--- src/rtl/mc_core_ctrl_pkg.sv ---
// rtl/mc_core_ctrl_pkg.sv - shared constants for the multi-cycle RV32I control core
package mc_core_ctrl_pkg;

    typedef enum logic [2:0] {
        S_FETCH   = 3'd0,
        S_DECODE  = 3'd1,
        S_EXECUTE = 3'd2,
        S_MEMORY  = 3'd3,
        S_WRITEB  = 3'd4
    } state_t;

    localparam logic [6:0] OP_R      = 7'b0110011;
    localparam logic [6:0] OP_I      = 7'b0010011;
    localparam logic [6:0] OP_LOAD   = 7'b0000011;
    localparam logic [6:0] OP_STORE  = 7'b0100011;
    localparam logic [6:0] OP_BRANCH = 7'b1100011;
    localparam logic [6:0] OP_LUI    = 7'b0110111;
    localparam logic [6:0] OP_AUIPC  = 7'b0010111;
    localparam logic [6:0] OP_JAL    = 7'b1101111;
    localparam logic [6:0] OP_JALR   = 7'b1100111;

    // ALU codes are plain 4-bit values so that the unused codes 11-15 stay representable
    localparam logic [3:0] ALU_ADD   = 4'd0;
    localparam logic [3:0] ALU_SUB   = 4'd1;
    localparam logic [3:0] ALU_AND   = 4'd2;
    localparam logic [3:0] ALU_OR    = 4'd3;
    localparam logic [3:0] ALU_XOR   = 4'd4;
    localparam logic [3:0] ALU_SLL   = 4'd5;
    localparam logic [3:0] ALU_SRL   = 4'd6;
    localparam logic [3:0] ALU_SRA   = 4'd7;
    localparam logic [3:0] ALU_SLT   = 4'd8;
    localparam logic [3:0] ALU_SLTU  = 4'd9;
    localparam logic [3:0] ALU_PASSB = 4'd10;

    localparam logic [3:0] MCT_IDLE  = 4'd0;
    localparam logic [3:0] MCT_IREAD = 4'd1;
    localparam logic [3:0] MCT_LOAD  = 4'd2;
    localparam logic [3:0] MCT_STORE = 4'd3;

    localparam logic [1:0] WB_MEM    = 2'd0;
    localparam logic [1:0] WB_ANS    = 2'd1;
    localparam logic [1:0] WB_PCREL  = 2'd2;

    localparam logic [1:0] RF_IDLE   = 2'b00;
    localparam logic [1:0] RF_LATCH  = 2'b10;
    localparam logic [1:0] RF_WRITE  = 2'b01;

    // R-type and I-ALU share one funct3 table; only R may select SUB
    function automatic logic [3:0] alu_sel(input logic [2:0] f3, input logic alt, input logic allow_sub);
        logic [3:0] sel;
        case (f3)
            3'd0:    sel = (alt && allow_sub) ? ALU_SUB : ALU_ADD;
            3'd1:    sel = ALU_SLL;
            3'd2:    sel = ALU_SLT;
            3'd3:    sel = ALU_SLTU;
            3'd4:    sel = ALU_XOR;
            3'd5:    sel = alt ? ALU_SRA : ALU_SRL;
            3'd6:    sel = ALU_OR;
            default: sel = ALU_AND;
        endcase
        return sel;
    endfunction

endpackage

--- src/rtl/mc_core_ctrl_if.sv ---
// rtl/mc_core_ctrl_if.sv - datapath-facing bus of the control core
interface mc_core_ctrl_if;
    logic [31:0] ins;
    logic        zero;
    logic        neg;
    logic        uneg;
    logic [31:0] a;
    logic [31:0] b_op;
    logic [31:0] ans;
    logic [6:0]  op;
    logic [4:0]  rd;
    logic [4:0]  rs1;
    logic [4:0]  rs2;
    logic [19:0] imm;
    logic        pcif_en;
    logic        npc_en;
    logic [1:0]  rf_ctl;
    logic        mux0;
    logic        mux1;
    logic [1:0]  mux2;
    logic        mux3;
    logic        mux4;
    logic [3:0]  mct;

    modport master (
        input  ins, zero, neg, uneg, a, b_op,
        output ans, op, rd, rs1, rs2, imm, pcif_en, npc_en, rf_ctl,
               mux0, mux1, mux2, mux3, mux4, mct
    );

    modport slave (
        output ins, zero, neg, uneg, a, b_op,
        input  ans, op, rd, rs1, rs2, imm, pcif_en, npc_en, rf_ctl,
               mux0, mux1, mux2, mux3, mux4, mct
    );
endinterface

--- src/rtl/mc_core_ctrl_alu.sv ---
// rtl/mc_core_ctrl_alu.sv - combinational ALU with registered result
module mc_alu
    import mc_core_ctrl_pkg::*;
(
    input  logic        clk,
    input  logic        rst,
    input  logic        en,
    input  logic [3:0]  alu_op,
    input  logic [31:0] a,
    input  logic [31:0] b,
    output logic [31:0] ans
);

    logic [31:0] res;

    // ALU function select; unused codes give zero
    always_comb begin
        res = '0;
        case (alu_op)
            ALU_ADD:   res = a + b;
            ALU_SUB:   res = a - b;
            ALU_AND:   res = a & b;
            ALU_OR:    res = a | b;
            ALU_XOR:   res = a ^ b;
            ALU_SLL:   res = a << b[4:0];
            ALU_SRL:   res = a >> b[4:0];
            ALU_SRA:   res = $signed(a) >>> b[4:0];
            ALU_SLT:   res = {31'd0, $signed(a) < $signed(b)};
            ALU_SLTU:  res = {31'd0, a < b};
            ALU_PASSB: res = b;
            default:   res = '0;
        endcase
    end

    // result register, loaded only while the core is executing an ALU instruction
    always_ff @(posedge clk or posedge rst) begin
        if (rst)
            ans <= '0;
        else if (en)
            ans <= res;
    end

endmodule

--- src/rtl/mc_core_ctrl.sv ---
// rtl/mc_core_ctrl.sv - decoder, control FSM and ALU of the multi-cycle core (optional CORE_STATE_DBG_EN)
module mc_core_ctrl
    import mc_core_ctrl_pkg::*;
(
    input  logic           clk,
    input  logic           rst,
    mc_core_ctrl_if.master bus
`ifdef CORE_STATE_DBG_EN
    ,
    output logic [2:0]     dbg_state,
    output logic [2:0]     dbg_nxt
`endif
);

    state_t      state;
    state_t      nxt;
    logic [31:0] ir;

    logic [6:0]  opc;
    logic [2:0]  f3;
    logic        is_r, is_i, is_load, is_store, is_branch;
    logic        is_lui, is_auipc, is_jal, is_jalr, known;
    logic        taken;
    logic [19:0] imm;
    logic [3:0]  alu_op;

    logic        pc_en, mux0, mux1, mux3, mux4;
    logic [1:0]  rf_ctl, mux2;
    logic [3:0]  mct;

    assign opc       = ir[6:0];
    assign f3        = ir[14:12];
    assign is_r      = (opc == OP_R);
    assign is_i      = (opc == OP_I);
    assign is_load   = (opc == OP_LOAD);
    assign is_store  = (opc == OP_STORE);
    assign is_branch = (opc == OP_BRANCH);
    assign is_lui    = (opc == OP_LUI);
    assign is_auipc  = (opc == OP_AUIPC);
    assign is_jal    = (opc == OP_JAL);
    assign is_jalr   = (opc == OP_JALR);
    assign known     = is_r | is_i | is_load | is_store | is_branch |
                       is_lui | is_auipc | is_jal | is_jalr;

    // branch condition from funct3 and the register-file compare flags
    always_comb begin
        taken = 1'b0;
        case (f3)
            3'b000:  taken = bus.zero;
            3'b001:  taken = ~bus.zero;
            3'b100:  taken = bus.neg;
            3'b101:  taken = ~bus.neg;
            3'b110:  taken = bus.uneg;
            3'b111:  taken = ~bus.uneg;
            default: taken = 1'b0;
        endcase
    end

    // raw immediate field per instruction format, left unextended
    always_comb begin
        imm = '0;
        if (is_i || is_load || is_jalr)
            imm = {8'd0, ir[31:20]};
        else if (is_store)
            imm = {8'd0, ir[31:25], ir[11:7]};
        else if (is_branch)
            imm = {8'd0, ir[31], ir[7], ir[30:25], ir[11:8]};
        else if (is_lui || is_auipc)
            imm = ir[31:12];
        else if (is_jal)
            imm = {ir[31], ir[19:12], ir[20], ir[30:21]};
    end

    // ALU operation; AUIPC/JAL use the PC-relative unit so ADD is a don't-care there
    always_comb begin
        alu_op = ALU_ADD;
        if (is_r)
            alu_op = alu_sel(f3, ir[30], 1'b1);
        else if (is_i)
            alu_op = alu_sel(f3, ir[30], 1'b0);
        else if (is_lui)
            alu_op = ALU_PASSB;
    end

    // per-state control outputs and next-state selection
    always_comb begin
        nxt    = S_FETCH;
        pc_en  = 1'b0;
        rf_ctl = RF_IDLE;
        mux0   = 1'b0;
        mux1   = 1'b0;
        mux2   = WB_MEM;
        mux3   = 1'b0;
        mux4   = 1'b0;
        mct    = MCT_IDLE;
        case (state)
            S_FETCH: begin
                mct  = MCT_IREAD;
                mux1 = 1'b1;
                nxt  = S_DECODE;
            end
            S_DECODE: begin
                rf_ctl = RF_LATCH;
                if (known) begin
                    nxt = S_EXECUTE;
                end else begin
                    pc_en = 1'b1;
                    nxt   = S_FETCH;
                end
            end
            S_EXECUTE: begin
                mux0 = is_i | is_load | is_store | is_jalr | is_lui;
                if (is_branch) begin
                    pc_en = 1'b1;
                    mux3  = taken;
                    nxt   = S_FETCH;
                end else if (is_load || is_store) begin
                    nxt = S_MEMORY;
                end else begin
                    nxt = S_WRITEB;
                end
            end
            S_MEMORY: begin
                if (is_load) begin
                    mct = MCT_LOAD;
                    nxt = S_WRITEB;
                end else begin
                    mct   = MCT_STORE;
                    pc_en = 1'b1;
                    nxt   = S_FETCH;
                end
            end
            S_WRITEB: begin
                rf_ctl = (ir[11:7] != 5'd0) ? RF_WRITE : RF_IDLE;
                pc_en  = 1'b1;
                if (is_load)
                    mux2 = WB_MEM;
                else if (is_auipc || is_jal || is_jalr)
                    mux2 = WB_PCREL;
                else
                    mux2 = WB_ANS;
                mux3 = is_jal;
                mux4 = is_jalr;
                nxt  = S_FETCH;
            end
            default: nxt = S_FETCH;
        endcase
    end

    // state register and instruction capture on the edge leaving FETCH
    always_ff @(posedge clk or posedge rst) begin
        if (rst) begin
            state <= S_FETCH;
            ir    <= '0;
        end else begin
            state <= nxt;
            if (state == S_FETCH)
                ir <= bus.ins;
        end
    end

    mc_alu u_alu (
        .clk    (clk),
        .rst    (rst),
        .en     ((state == S_EXECUTE) && !is_branch),
        .alu_op (alu_op),
        .a      (bus.a),
        .b      (bus.b_op),
        .ans    (bus.ans)
    );

    assign bus.op      = opc;
    assign bus.rd      = ir[11:7];
    assign bus.rs1     = ir[19:15];
    assign bus.rs2     = ir[24:20];
    assign bus.imm     = imm;
    assign bus.pcif_en = pc_en;
    assign bus.npc_en  = pc_en;
    assign bus.rf_ctl  = rf_ctl;
    assign bus.mux0    = mux0;
    assign bus.mux1    = mux1;
    assign bus.mux2    = mux2;
    assign bus.mux3    = mux3;
    assign bus.mux4    = mux4;
    assign bus.mct     = mct;

`ifdef CORE_STATE_DBG_EN
    assign dbg_state = state;
    assign dbg_nxt   = nxt;
`endif

endmodule

--- src/flat_wrapper.sv ---
// flat-port wrapper written by rule: the top's interface ports become plain ports
module mc_core_ctrl_flat import mc_core_ctrl_pkg::*;
  (clk, rst, bus_ins, bus_zero, bus_neg, bus_uneg, bus_a, bus_b_op, bus_ans, bus_op, bus_rd, bus_rs1, bus_rs2, bus_imm, bus_pcif_en, bus_npc_en, bus_rf_ctl, bus_mux0, bus_mux1, bus_mux2, bus_mux3, bus_mux4, bus_mct);
  mc_core_ctrl_if bus_i ();
  input  logic clk;
  input  logic rst;
  input wire logic [$bits(bus_i.ins)-1:0] bus_ins;
  input wire logic [$bits(bus_i.zero)-1:0] bus_zero;
  input wire logic [$bits(bus_i.neg)-1:0] bus_neg;
  input wire logic [$bits(bus_i.uneg)-1:0] bus_uneg;
  input wire logic [$bits(bus_i.a)-1:0] bus_a;
  input wire logic [$bits(bus_i.b_op)-1:0] bus_b_op;
  output wire logic [$bits(bus_i.ans)-1:0] bus_ans;
  output wire logic [$bits(bus_i.op)-1:0] bus_op;
  output wire logic [$bits(bus_i.rd)-1:0] bus_rd;
  output wire logic [$bits(bus_i.rs1)-1:0] bus_rs1;
  output wire logic [$bits(bus_i.rs2)-1:0] bus_rs2;
  output wire logic [$bits(bus_i.imm)-1:0] bus_imm;
  output wire logic [$bits(bus_i.pcif_en)-1:0] bus_pcif_en;
  output wire logic [$bits(bus_i.npc_en)-1:0] bus_npc_en;
  output wire logic [$bits(bus_i.rf_ctl)-1:0] bus_rf_ctl;
  output wire logic [$bits(bus_i.mux0)-1:0] bus_mux0;
  output wire logic [$bits(bus_i.mux1)-1:0] bus_mux1;
  output wire logic [$bits(bus_i.mux2)-1:0] bus_mux2;
  output wire logic [$bits(bus_i.mux3)-1:0] bus_mux3;
  output wire logic [$bits(bus_i.mux4)-1:0] bus_mux4;
  output wire logic [$bits(bus_i.mct)-1:0] bus_mct;
  assign bus_i.ins = bus_ins;
  assign bus_i.zero = bus_zero;
  assign bus_i.neg = bus_neg;
  assign bus_i.uneg = bus_uneg;
  assign bus_i.a = bus_a;
  assign bus_i.b_op = bus_b_op;
  assign bus_ans = bus_i.ans;
  assign bus_op = bus_i.op;
  assign bus_rd = bus_i.rd;
  assign bus_rs1 = bus_i.rs1;
  assign bus_rs2 = bus_i.rs2;
  assign bus_imm = bus_i.imm;
  assign bus_pcif_en = bus_i.pcif_en;
  assign bus_npc_en = bus_i.npc_en;
  assign bus_rf_ctl = bus_i.rf_ctl;
  assign bus_mux0 = bus_i.mux0;
  assign bus_mux1 = bus_i.mux1;
  assign bus_mux2 = bus_i.mux2;
  assign bus_mux3 = bus_i.mux3;
  assign bus_mux4 = bus_i.mux4;
  assign bus_mct = bus_i.mct;
  mc_core_ctrl u_core (.clk(clk), .rst(rst), .bus(bus_i));
endmodule
--- config.mk ---
export PLATFORM = sky130hd
export DESIGN_NAME = mc_core_ctrl_flat
export DESIGN_NICKNAME = d
export VERILOG_FILES = /design/src/rtl/mc_core_ctrl_pkg.sv /design/src/rtl/mc_core_ctrl_if.sv /design/src/rtl/mc_core_ctrl_alu.sv /design/src/rtl/mc_core_ctrl.sv /design/src/flat_wrapper.sv
export SDC_FILE = /design/constraint.sdc
export NUM_CORES = 1
export LEC_CHECK = 0
export CORE_ASPECT_RATIO = 1.1
export CORE_UTILIZATION = 41
export CTS_BUF_LIST = sky130_fd_sc_hd__clkbuf_4 sky130_fd_sc_hd__clkbuf_8
export CTS_CLUSTER_SIZE = 24
export DETAILED_ROUTE_END_ITERATION = 7
export DONT_BUFFER_PORTS = 1
export PLACE_DENSITY = 0.57
export SLEW_MARGIN = 25
export SYNTH_ARGS = -nofsm -noshare
export SYNTH_HDL_FRONTEND = slang
export SYNTH_SLANG_ARGS = --single-unit
--- constraint.sdc ---
create_clock -name clk -period 7.6 [get_ports clk]
set_input_delay 2.28 -clock clk [delete_from_list [all_inputs] [get_ports clk]]
set_output_delay 2.28 -clock clk [all_outputs]
set_load 0.05 [all_outputs]
Yosys cells after proc, flatten, opt, wreduce, memory -nomap -nowiden
Cells that the tools add are included.
{ "classes": {"n_lt_le_gt_ge": 2, "bitwise_logic": 18, "shifts": 3, "eq_ne": 30, "add_sub_neg": 2, "mux": 35, "reduce_logical": 12} }
{ "ops": {"columns": ["cell", "count"], "rows": [
  ["case mux 32 bit (11 select lines)", 1],
  ["2-to-1 mux 20 bit", 5],
  ["< comparator 32 bit", 2],
  ["case mux 4 bit (7 select lines)", 2],
  ["adder 32 bit", 1],
  ["bitwise AND 32 bit", 1],
  ["OR 32 bit", 1],
  ["left shift 32 x 5 -> 32 bit", 1],
  [">> shifter 32 x 5 -> 32 bit", 1],
  [">>> shifter 32 x 5 -> 32 bit", 1],
  ["subtractor 32 bit", 1],
  ["XOR 32 bit", 1],
  ["== test 7 x 6 -> 1 bit (second input constant)", 3],
  ["== test 7 bit (second input constant)", 3],
  ["== test 4 x 3 -> 1 bit (second input constant)", 4],
  ["== test 3 bit (second input constant)", 5],
  ["== test 7 x 5 -> 1 bit (second input constant)", 2],
  ["== test 3 x 2 -> 1 bit (second input constant)", 4],
  ["== test 4 bit (second input constant)", 3],
  ["2-to-1 mux 4 bit", 3],
  ["OR 1 bit", 12],
  ["case mux 3 bit (4 select lines)", 1],
  ["2-to-1 mux 1 bit", 11],
  ["2-to-1 mux 3 bit", 3],
  ["other kinds (17)", 30]
]} }
{ "word_totals": {"register_bits": 67, "wordCells": 105, "in_bits": 101, "out_inout_bits": 88} }

Logic depth before layout (Yosys ltp)
{ "depth": {"depth_word": 11, "mapped_depth": 16, "depth_no_buf": 12} }

By module
From an unflattened synthesis, not the netlist that was laid out.
{ "hier_totals": {"hier_cells": 1632, "hier_area_um2": 12096.6} }
{ "by_module_without_submodules": {"columns": ["module", "seq_area_each_um2", "area_each_um2", "instances", "cells_each"], "rows": [
  ["mc_alu", 800.8, 9709.3, 1, 1391],
  ["mc_core_ctrl", 875.8, 2387.3, 1, 241]
]} }

Worst setup path after synthesis
OpenSTA, ideal clock, no wires.
{ "synth_path": {"kind": "input-to-reg", "start": "in bus_b_op[2]", "end": "reg u_core.u_alu.ans[14]", "t_arrival_ns": 5.817, "path_slack_ns": 1.647, "required_ns": 7.464, "setup_time_ns": 0.136, "cell_stages": 16, "n_path_buf": 5, "cell_sequence": "buf_2 -> inv_2 -> buf_2 -> buf_1 -> buf_1 -> ha_1 -> buf_2 -> nor2_1 -> o311a_2 -> o21ai_1 -> nand3_1 -> a221oi_1 -> mux2_2 -> or4_1 -> nor3_1 -> o21ai_0"} }
{ "synth_via": {"elab_chain_len": 2, "word_cells_on_any_way": 6, "cone_classes": "2 x add/sub; 3 x shift; 1 x mux"} }
{ "synth_rtl": {"columns": ["item", "line_no", "text"], "rows": [
  ["start: declaration", "flat_wrapper.sv:12", "input wire logic [$bits(bus_i.b_op)-1:0] bus_b_op;"],
  ["subtractor 32 bit (tied with other cells)", "mc_core_ctrl_alu.sv:21", "ALU_SUB: res = a - b;"],
  ["case mux 32 bit (11 select lines) (*)", "mc_core_ctrl_alu.sv:19", "case (alu_op)"],
  ["end signal: assignment", "mc_core_ctrl_alu.sv:40", "ans <= res;"],
  ["end: declaration", "mc_core_ctrl_alu.sv:11", "output logic [31:0] ans"]
]} }
Mark *: on every way between the ends. The rest lies on a longest branch, timed or not.
A chain may end at the register's enable or synchronous reset.

Final worst setup path
{ "layout_path": {"start": "in bus_uneg", "end": "out bus_mux3"} }
{ "layout_via": {"elab_chain_len": 4} }
{ "layout_rtl": {"columns": ["item", "line_no", "text"], "rows": [
  ["start: declaration", "flat_wrapper.sv:10", "input wire logic [$bits(bus_i.uneg)-1:0] bus_uneg;"],
  ["inverter 1 bit", "mc_core_ctrl.sv:54", "3'b111: taken = ~bus.uneg;"],
  ["case mux 1 bit (6 select lines) (*)", "mc_core_ctrl.sv:48", "case (f3)"],
  ["2-to-1 mux 1 bit (*)", "mc_core_ctrl.sv:113", "if (is_branch) begin"],
  ["case mux 1 bit (2 select lines) (*)", "mc_core_ctrl.sv:96", "case (state)"],
  ["end: declaration", "flat_wrapper.sv:25", "output wire logic [$bits(bus_i.mux3)-1:0] bus_mux3;"]
]} }
Marks and branches as above.

==> metrics.md <==
| Metric | Value |
|---|---|
| Root Driver | `clkbuf_8` |
| R2r endpoint | `u_core.u_alu.ans[9]` |
| Max-slew headroom | `a little over a quarter` |
| Hold Fails Final Rpt | `0` |
| Hold Crit Class | `reg -> reg` |
| PostCTS Resize Cnt | `0` |
| Maximum clock rate | `168 MHz` |
| CP bufs+invs | `0` |
| Fill cells | `3243` |
| Layout cell share with drive strength beyond 1 | `11.1%` |
| YS warnings | `0` |
| Die H | `188 um` |
| Clk_lat worst skew | `0.42 ns` |
| Pwr dens | `235 nW/um^2` |
| Syn Area/Cell | `7.49 sq um` |
| Final Skew | `0.0338 ns` |
| Remaining Overflow, GRT | `0` |
| Num CTS Buffers | `9` |
| Final GP Congestion | `1.05` |
| Met3 GRT Util | `between 8 and 9%` |
| First-pass GRT wire length | `between 90 and 100 mm` |
| Critical path's top delay family | `compound AO/OA/AOI/OAI gates` |
| Top-count cell post-synth | `nor2_1` |
| FF-to-FF Start | `u_core.ir[6]` |
| Site Rows | `67` |
| Initial antenna violation count | `1` |
| Critical-path top delay cell | `a21oi_1` |
| Setup TNS | `0 ns` |
| Worst Setup EP | `bus_mux3` |
| Mapped cell area | `13000 sq um` |
| Setup violators final | `0` |
| Post-synth top area share | `12.9%` |
| CP Cell Sequence | `mux2i_1 -> xnor2_1 -> a22o_1 -> nand3_1 -> a21oi_1` |
| Layout net count | `1811` |
| Met2 GRT Util | `60.0%` |
| Final HPWL DP | `46.1 mm` |
| Primary FF master, synth | `dfrtp_1` |
| CTS Sinks | `67` |
| CP Launch Type | `primary input` |
| Inst Count DP | `2011` |
| R2R depth | `8` |
| GR Util met1 | `46.8%` |
| RSZ-0062 raised after global routing | `false` |
| Worst-Margin Slew | `about 1.1 ns` |
| Antenna Nets Post-Route | `0` |
| CP arrival | `3.68 ns` |
| Post-route insts no fill | `about 2000` |
| Design Area, Final | `13200 sq um` |
| Critical path class | `in -> out` |
| Reg clk slew, reported paths | `0.09 ns` |
| Final Cycle Share | `78.5%` |
| Hold buffers post-CTS | `0` |
| Async set-reset flop share out of synthesis | `100%` |
| Failing checks | `design-rule violations` |
| WL per Instance | `30.5 um` |
| R2R setup slack | `3.58 ns` |
| Synth top area cells | `dfrtp_1, ha_1, mux4_2, a21oi_1, nor2_1` |
| Post-placement cell area | `12900 sq um` |
| Crit path max fanout | `1` |
| Vias in the first global route | `13700` |
| P_leak | `around 5.3 nW` |
| Longest Clk Path Bufs | `2` |
| Max-Cap Viols | `0` |
| Max VDD drop | `390 uV` |
| Largest net degree at the start of global routing | `90` |
| Final Max Tran Viols | `0` |
| Worst Path Required | `5.32 ns` |
| Die ar. | `32300 sq um` |
| Chip width | `171 um` |
| Crit path largest cell delay | `0.85 ns` |
| Crit path time final | `5.96 ns` |
| IO Port Bufs | `0` |
| Status | `finished with violations` |
| Most crowded layer after global routing | `met2` |
| H-Tree Depth | `3` |
| Initial core utilization | `42.1%` |
| Synthesis-to-layout area growth | `1.51%` |
| Postcts setup bufs | `0` |
| Router iterations before antenna repair | `8` |
| Post-synthesis register bit count | `67` |
| Total GRT Usage | `38.0%` |
| CORE AREA | `30800 sq um` |
| Yosys cell types | `91` |
| Ant. Diodes | `0` |
| CP Depth | `5` |
| TritonCTS clock tree | `yes` |
| CP endpoint kind | `output port` |
| Worst Setup SP | `bus_uneg` |
| Hold path depth | `1` |
| Leading area contributor after synthesis | `dfrtp_1` |
| Syn Inst Count | `1729` |
| Final WL | `61.8 mm` |
| Post-synth EDFFs | `0` |
| Drc violations | `1` |
| Vias/cell | `between 6 and 7` |
| Top Ports | `roughly 190` |
| DR iter-0 viols | `1749` |
| Synth top cells by count | `nor2_1, nand2_1, a21oi_1` |
| Fraction of the yosys area taken by sequential cells | `12.9%` |
| Via count | `14200` |
-- area by class of cell --
type,instances,area [sq um],share of cell area (%)
timing repair buffer,27,206,1.57
sequential,67,1680,12.7
inverter,110,414,3.15
multi-input combinational,1393,10100,76.9
clock buffer,9,124,0.942
tap,414,518,3.94
clock inverter,7,98.8,0.752
-- cell families (layout without fill, tap and decap cells) --
logic type	count (synthesis)	after routing	synth area share, %
AND/OR/NAND/NOR	532	532	19.2
flip-flops	67	67	12.9
XOR/XNOR	12	12	0.811
multiplexers	152	152	16.0
AO/OA/AOI/OAI	593	593	31.6
adder cells (fa/ha/maj)	102	102	9.97
buffers and inverters	270	153	9.42
other	1	2	0.0289
-- flip-flops by register name (all words and copies together), names as in the netlist --
| signal | count |
|---|---|
| u_core.ir | 32 |
| u_core.state | 3 |
| u_core.u_alu.ans | 32 |
-- stage by stage --
| step | setup slack [ns] | utilization, % | power, W | hold slack, ns |
|---|---|---|---|---|
| 3_3_place_gp | 1.64 | 42.0 | 0.00266 | 0.535 |
| 2_1_floorplan | 1.65 | - | 0.00239 | 0.497 |
| 5_1_grt | 1.56 | 42.7 | 0.00323 | 0.580 |
| 6_report | 1.64 | 42.7 | 0.00309 | 0.568 |
| 4_1_cts | 1.65 | 42.7 | 0.00306 | 0.563 |
| 3_5_place_dp | 1.64 | 42.0 | 0.00266 | 0.540 |
-- layout by cell type (no fill, tap or decap), drive strengths merged, types with 8 or more instances in the layout --
cell / synthesis / layout
o22ai: 17 / 17
a21oi: 132 / 132
nand2: 162 / 162
mux2i: 62 / 62
a22oi: 14 / 14
buf: 83 / 27
o31ai: 14 / 14
o21a: 9 / 9
nor2b: 8 / 8
a22o: 12 / 12
clkbuf: 77 / 9
nor3: 46 / 46
o21bai: 14 / 14
o211ai: 27 / 27
or4: 10 / 10
nand2b: 26 / 26
a222oi: 12 / 12
a221oi: 25 / 25
o21ai: 125 / 125
nor4: 24 / 24
mux4: 39 / 39
xnor2: 10 / 10
a21o: 16 / 16
ha: 100 / 100
inv: 110 / 111
a2111oi: 10 / 10
nand3: 34 / 34
a31oi: 26 / 26
and3: 10 / 10
nor2: 167 / 167
mux2: 51 / 51
dfrtp: 67 / 67
and2: 11 / 11
a211oi: 31 / 31
o221ai: 19 / 19
-- worst min-delay path by stage --
stage,from,to,slack [ns]
after floorplan,u_core.ir[31],u_core.ir[31],0.50
after global placement,u_core.ir[31],u_core.ir[31],0.53
after detailed placement,u_core.ir[31],u_core.ir[31],0.54
after CTS,u_core.ir[31],u_core.ir[31],0.56
after global routing,u_core.ir[31],u_core.ir[31],0.58
final,u_core.ir[31],u_core.ir[31],0.57
-- routing by layer --
| metal | up-vias | part of all wire [%] |
|---|---|---|
| met3 | 199 | 8.8 |
| met2 | 845 | 45 |
| li1 | 6233 | - |
| met5 | - | 0.029 |
| met4 | 2 | 6.5 |
| met1 | 6876 | 39 |
-- power breakdown --
part / leakage (nW) / switching, W / total (W) / internal (W)
registers: 0.751 / 0.000755 / 0.00127 / 0.000512
clock network: 0.110 / 0.000211 / 0.000398 / 0.000188
logic: 4.40 / 0.000904 / 0.00142 / 0.000521
Note: power is estimated with default switching activity, not from simulation.
